[src/rtl/display_arbiter_if.sv]
// rtl/display_arbiter_if.sv - requester, downstream and status signals of the display arbiter
interface display_arbiter_if #(
  parameter int DATA_WIDTH = 16,
  parameter int NUM_REQ    = 3
);
  logic [NUM_REQ*DATA_WIDTH-1:0] i_req_data;
  logic [NUM_REQ-1:0]            i_req_is_neg;
  logic [NUM_REQ-1:0]            i_req_error;
  logic [NUM_REQ-1:0]            i_req_valid;
  logic [NUM_REQ-1:0]            o_req_ready;
  logic [DATA_WIDTH-1:0]         o_data;
  logic                          o_data_is_neg;
  logic                          o_error;
  logic                          o_valid;
  logic                          i_ready;
  logic [NUM_REQ-1:0]            o_grant;
  logic                          o_busy;

  // Environment side: requesters and the display driver
  modport master (
    output i_req_data, i_req_is_neg, i_req_error, i_req_valid, i_ready,
    input  o_req_ready, o_data, o_data_is_neg, o_error, o_valid, o_grant, o_busy
  );

  // Arbiter side
  modport slave (
    input  i_req_data, i_req_is_neg, i_req_error, i_req_valid, i_ready,
    output o_req_ready, o_data, o_data_is_neg, o_error, o_valid, o_grant, o_busy
  );
endinterface

[src/rtl/display_arbiter.sv]
// rtl/display_arbiter.sv - round-robin arbiter feeding one display driver with a post-transfer dwell
module display_arbiter #(
  parameter int DATA_WIDTH   = 16,
  parameter int NUM_REQ      = 3,
  parameter int DWELL_CYCLES = 1024
) (
  input  logic             clk,
  input  logic             rst,
  display_arbiter_if.slave bus
);

  localparam int GW = $clog2(NUM_REQ);
  localparam int CW = (DWELL_CYCLES > 0) ? $clog2(DWELL_CYCLES + 1) : 1;
  localparam logic [CW-1:0] DWELL_LOAD = (DWELL_CYCLES > 0) ? CW'(DWELL_CYCLES - 1) : '0;
  localparam logic [GW-1:0] LAST_INIT  = GW'(NUM_REQ - 1);

  if (DATA_WIDTH < 4 || (DATA_WIDTH % 4) != 0) begin : g_bad_width
    $fatal(1, "display_arbiter: DATA_WIDTH must be a multiple of 4 and >= 4");
  end
  if (NUM_REQ < 2) begin : g_bad_num_req
    $fatal(1, "display_arbiter: NUM_REQ must be >= 2");
  end
  if (DWELL_CYCLES < 0) begin : g_bad_dwell
    $fatal(1, "display_arbiter: DWELL_CYCLES must be >= 0");
  end

  typedef enum logic [1:0] {
    S_IDLE  = 2'd0,
    S_OFFER = 2'd1,
    S_DWELL = 2'd2
  } state_t;

  state_t                state;
  state_t                state_next;
  logic [CW-1:0]         dwell_cnt;
  logic [CW-1:0]         dwell_cnt_next;
  logic [GW-1:0]         last_grant;
  logic [GW-1:0]         sel;
  logic                  any_valid;
  logic                  accept;
  logic [NUM_REQ-1:0]    ready_vec;
  logic [DATA_WIDTH-1:0] held_data;
  logic                  held_neg;
  logic                  held_err;

  // Round-robin pick: the requester closest after last_grant wins, so the
  // loop walks backwards and the nearest valid one overwrites the others.
  always_comb begin
    any_valid = |bus.i_req_valid;
    sel       = '0;
    for (int i = NUM_REQ; i >= 1; i--) begin
      if (bus.i_req_valid[(int'(last_grant) + i) % NUM_REQ]) begin
        sel = GW'((int'(last_grant) + i) % NUM_REQ);
      end
    end
  end

  // State and dwell counter registers
  always_ff @(posedge clk or posedge rst) begin
    if (rst) begin
      state     <= S_IDLE;
      dwell_cnt <= '0;
    end else begin
      state     <= state_next;
      dwell_cnt <= dwell_cnt_next;
    end
  end

  // Next state, dwell count and requester acknowledge
  always_comb begin
    state_next     = state;
    dwell_cnt_next = dwell_cnt;
    accept         = 1'b0;
    ready_vec      = '0;
    case (state)
      S_IDLE: begin
        if (any_valid && !rst) begin
          ready_vec  = NUM_REQ'(1) << sel;
          accept     = 1'b1;
          state_next = S_OFFER;
        end
      end
      S_OFFER: begin
        if (bus.i_ready) begin
          if (DWELL_CYCLES == 0) begin
            state_next = S_IDLE;
          end else begin
            dwell_cnt_next = DWELL_LOAD;
            state_next     = S_DWELL;
          end
        end
      end
      S_DWELL: begin
        if (dwell_cnt == '0) begin
          state_next = S_IDLE;
        end else begin
          dwell_cnt_next = dwell_cnt - 1'b1;
        end
      end
      default: begin
        state_next     = S_IDLE;
        dwell_cnt_next = '0;
      end
    endcase
  end

  // Capture the winner's value and remember it for the next round-robin pass
  always_ff @(posedge clk or posedge rst) begin
    if (rst) begin
      held_data  <= '0;
      held_neg   <= 1'b0;
      held_err   <= 1'b0;
      last_grant <= LAST_INIT;
    end else if (accept) begin
      held_data  <= bus.i_req_data[sel*DATA_WIDTH +: DATA_WIDTH];
      held_neg   <= bus.i_req_is_neg[sel];
      held_err   <= bus.i_req_error[sel];
      last_grant <= sel;
    end
  end

  // Outputs decode straight from state so reset removes them at once
  always_comb begin
    bus.o_req_ready   = ready_vec;
    bus.o_valid       = (state == S_OFFER);
    bus.o_busy        = (state != S_IDLE);
    bus.o_grant       = (state == S_OFFER || state == S_DWELL) ? (NUM_REQ'(1) << last_grant) : '0;
    bus.o_data        = held_data;
    bus.o_data_is_neg = held_neg;
    bus.o_error       = held_err;
  end

endmodule
[src/flat_wrapper.sv]
// flat-port wrapper written by rule: the top's interface ports become plain ports
module display_arbiter_flat 
#(
  parameter int DATA_WIDTH   = 16,
  parameter int NUM_REQ      = 3,
  parameter int DWELL_CYCLES = 1024
)
  (clk, rst, bus_i_req_data, bus_i_req_is_neg, bus_i_req_error, bus_i_req_valid, bus_i_ready, bus_o_req_ready, bus_o_data, bus_o_data_is_neg, bus_o_error, bus_o_valid, bus_o_grant, bus_o_busy);
  display_arbiter_if #(.DATA_WIDTH(DATA_WIDTH), .NUM_REQ(NUM_REQ)) bus_i ();
  input  logic clk;
  input  logic rst;
  input wire logic [$bits(bus_i.i_req_data)-1:0] bus_i_req_data;
  input wire logic [$bits(bus_i.i_req_is_neg)-1:0] bus_i_req_is_neg;
  input wire logic [$bits(bus_i.i_req_error)-1:0] bus_i_req_error;
  input wire logic [$bits(bus_i.i_req_valid)-1:0] bus_i_req_valid;
  input wire logic [$bits(bus_i.i_ready)-1:0] bus_i_ready;
  output wire logic [$bits(bus_i.o_req_ready)-1:0] bus_o_req_ready;
  output wire logic [$bits(bus_i.o_data)-1:0] bus_o_data;
  output wire logic [$bits(bus_i.o_data_is_neg)-1:0] bus_o_data_is_neg;
  output wire logic [$bits(bus_i.o_error)-1:0] bus_o_error;
  output wire logic [$bits(bus_i.o_valid)-1:0] bus_o_valid;
  output wire logic [$bits(bus_i.o_grant)-1:0] bus_o_grant;
  output wire logic [$bits(bus_i.o_busy)-1:0] bus_o_busy;
  assign bus_i.i_req_data = bus_i_req_data;
  assign bus_i.i_req_is_neg = bus_i_req_is_neg;
  assign bus_i.i_req_error = bus_i_req_error;
  assign bus_i.i_req_valid = bus_i_req_valid;
  assign bus_i.i_ready = bus_i_ready;
  assign bus_o_req_ready = bus_i.o_req_ready;
  assign bus_o_data = bus_i.o_data;
  assign bus_o_data_is_neg = bus_i.o_data_is_neg;
  assign bus_o_error = bus_i.o_error;
  assign bus_o_valid = bus_i.o_valid;
  assign bus_o_grant = bus_i.o_grant;
  assign bus_o_busy = bus_i.o_busy;
  display_arbiter #(.DATA_WIDTH(DATA_WIDTH), .NUM_REQ(NUM_REQ), .DWELL_CYCLES(DWELL_CYCLES)) u_core (.clk(clk), .rst(rst), .bus(bus_i));
endmodule
[config.mk]
export PLATFORM = sky130hd
export DESIGN_NAME = display_arbiter_flat
export DESIGN_NICKNAME = d
export VERILOG_FILES = /design/src/rtl/display_arbiter_if.sv /design/src/rtl/display_arbiter.sv /design/src/flat_wrapper.sv
export SDC_FILE = /design/constraint.sdc
export NUM_CORES = 1
export LEC_CHECK = 0
export CORE_ASPECT_RATIO = 1.5
export CORE_UTILIZATION = 50
export DETAILED_ROUTE_END_ITERATION = 10
export GPL_TIMING_DRIVEN = 1
export PLACE_DENSITY = 0.87
export SLEW_MARGIN = 25
export SYNTH_ARGS = -nofsm -noshare
export SYNTH_HDL_FRONTEND = slang
export SYNTH_SLANG_ARGS = --single-unit
[constraint.sdc]
create_clock -name clk -period 5 [get_ports clk]
set_clock_uncertainty 0.05 [all_clocks]
set_input_delay 0.5 -clock clk [delete_from_list [all_inputs] [get_ports clk]]
set_output_delay 0.5 -clock clk [all_outputs]
set_load 0.02 [all_outputs]
==> key figures <==
Outcome
  • Status: complete, no violations

Critical path
  • CP Launch Point: u_core.last_grant[1]
  • Worst path required time: 4450 ps
  • Critical path type: flip-flop to output port
  • Element type at the critical path start: flip-flop
  • Reg2reg path depth: 7
  • Crit path DAT: 3150 ps
  • Crit. End Element: output port
  • R2r endpoint: u_core.bus.o_error
  • Worst R2R Setup Slack: 2320 ps
  • Crit Reg-Reg Startpoint: u_core.last_grant[1]
  • Critical Path Fanout Max: 16
  • Worst setup path endpoint: bus_o_req_ready[1]

Pwr
  • IR drop worst, VDD: 274.1 µV
  • PD cells: 594.1 nW/µm²
  • Leakage: 1.365 nW

Min path
  • Hold Crit Class: flip-flop to flip-flop

Synth
  • Adder-cell share of the synthesized area: 4.509%
  • Register area share after synthesis: 33.12%
  • Post-synthesis simple-gate area fraction: 29.11%
  • Post-Synth XOR/XNOR Area: 0%
  • Cells after synthesis: 288
  • Asr flop ratio synth: 100.0%
  • Syn_nets: 357
  • Largest family of logic cells by synthesized area: simple AND/OR/NAND/NOR gates
  • Synth warn: 0
  • Distinct cells, synth: 51
  • Largest area contributor in the netlist: dfrtp_1
  • Synth Flop Type: dfrtp_1
  • Top post-synthesis cells by area: dfrtp_1, a41oi_1, and2_1
  • Mean Syn Cell Area: 8.672 µm²
  • Cell area after synthesis: 2497 µm²
  • Top-area cell type share of the netlist area: 32.06%
  • Post-synthesis mux area share: 2.004%
  • Post-synth EDFFs: 0
  • Compound-Gate Fraction of Synth Area: 23.80%
  • Flops & latches, synth: 33

Global routing
  • GRT Util Overall: 28.85%
  • First-pass GRT wire length: 11600 µm
  • Initial antenna violation count: 0
  • Largest net degree at the start of global routing: 48
  • Gr ovfl total: 0
  • Vias in the first global route: 2486

Detailed routing
  • Drt total wl: 7092 µm
  • Post-route ant nets: 0
  • Vias/cell: 6.070
  • Via count: 2598
  • DR WL/cell: 16.57 µm
  • DRC viols: 0
  • Drt pass-1 iters: 4
  • Initial DRC count: 167

STA
  • Final period util: 74.10%
  • Tmin final: 3705 ps
  • Fmax: 0.2699 GHz
  • Final WS setup: 1295 ps
  • Setup TNS: 0 ps
  • Final setup vio count: 0
  • RSZ-0062 raised after global routing: no
  • Slew Limit Fails: 0
  • Slew headroom: 64.56%
  • Final hold violations: 0
  • Slew @ Worst Pin: 530.1 ps

Finish
  • Commonest cells after routing, fill and taps aside: clkdlybuf4s50_1, dfrtp_1, nand2_1, and2_1, nand3_1
  • Fillers: 397
  • Footprint of the multi-input gates: 1494 µm²
  • Final Util: 71.80%
  • Nets: 430
  • Most common cell after layout, fill and taps aside: clkdlybuf4s50_1
  • Area Overhead vs Synth: 38.28%
  • Share of cells above drive strength 1: 9.116%
  • Ant diodes: 0
  • Register Area: 827.0 µm²
  • Post-route design area: 3453 µm²

Clock network
  • Worst-Skew Late Latency: 290 ps
  • CTS tree: built
  • Post-CTS Hold Buffers: 0
  • TritonCTS sink count: 33
  • Number of buffers created by CTS: 5
  • Clock slew at reported path FFs: 70 ps
  • Post-CTS Setup Inserts: 0
  • Root Buffer: clkbuf_8
  • H-tree levels: 2
  • Post_cts resized: 0
  • Bufs on Longest Clock Path: 2

Floorplanning
  • Die Span Y: 88.56 µm
  • Core ar.: 4810 µm²
  • Die Span X: 59.71 µm
  • Starting density of the core: 51.93%
  • Row count: 31
  • Io pins: 86
  • Die area: 5287 µm²

Placement
  • DP HPWL: 5010 µm
  • Gpl congestion: 0.8727
  • Area post-placement: 3352 µm²
  • Post-Place Worst Slack: 1435 ps
  • # port buffers: 85

Run
  • MaxCap Viol Count: 0
## synthesized netlist by cell type, types with 2 or more instances
master and instances:
o211ai_1 2, nor3b_1 2, nor4_1 2, nor3b_2 2
nor3_1 6, nand2_1 24, nor2_2 2, a41oi_1 16
nor2_1 10, dfrtp_1 32, nand2b_1 5, and2_1 22
o2111ai_1 15, nand4_1 2, nand3_1 20, nor2b_1 3
o21ai_1 4, o21ai_0 14, buf_2 8, mux2i_1 5
buf_6 3, inv_1 12, ha_1 9, buf_4 2
a21oi_1 6, a31oi_1 3, or4_1 17, clkbuf_1 11
inv_2 2, a221o_1 3, or3_1 4
## stage by stage
stage,hold slack [ps],total power [mW],cells
floorplan,420.9,1.397,288
global placement,439.2,1.774,420
detailed placement,465.5,1.809,420
CTS,476.1,2.048,428
global route,503.6,2.197,428
finish,468.7,2.052,428
## state kept, by name, summed over array words and instances (netlist names)
signal                    count
u_core.state                  2
u_core.dwell_cnt             11
u_core.bus.o_error            1
u_core.bus.o_data            16
u_core.last_grant             2
u_core.bus.o_data_is_neg      1
## per-layer routing
layer	part of all wire (%)	wire, µm	global-route usage (%)	up-vias
met5	0	0	0	-
met1	41	2885	35.59	1221
met3	5.9	420	4.678	10
li1	-	-	-	1237
met4	0.96	68	9.091	0
met2	52	3718	50.51	130
## cells by family after synthesis
logic type                 count (synthesis)
and+or+nand+nor                          127
AOI/OAI and AO/OA                         75
buffers and inverters                     39
DFF                                       33
adders and majority gates                  9
muxes                                      5
## where the power goes
group	total [mW]	internal, mW	switching, mW
logic	1.35	0.558	0.795
clock network	0.230	0.125	0.105
registers	0.469	0.386	0.0829
## cell type report
type	count	share of cell area, %
Multi-Input combinational cell	216	43.26
Timing Repair Buffer	91	25.94
Sequential cell	33	23.95
Clock buffer	7	2.790
Tap cell	66	2.391
Inverter	14	1.522
Clock inverter	1	0.1449
## worst max-delay path, stage by stage, from the launching register on
cell and delay, ps:
dfstp_2 560, inv_1 80, ha_1 430, o32a_1 440, a32o_2 370, a211oi_4 320
clkdlybuf4s50_1 670
## how the worst min path moves through the flow
stage,endpoint,depth (start not counted),startpoint
2_1_floorplan,u_core.dwell_cnt[6],2,u_core.dwell_cnt[6]
3_3_place_gp,u_core.last_grant[1],2,u_core.last_grant[1]
3_5_place_dp,u_core.last_grant[1],2,u_core.last_grant[1]
4_1_cts,u_core.last_grant[1],2,u_core.last_grant[1]
5_1_grt,u_core.dwell_cnt[10],1,u_core.dwell_cnt[10]
6_report,u_core.last_grant[1],2,u_core.last_grant[1]
Note: power is estimated with default switching activity, not from simulation.
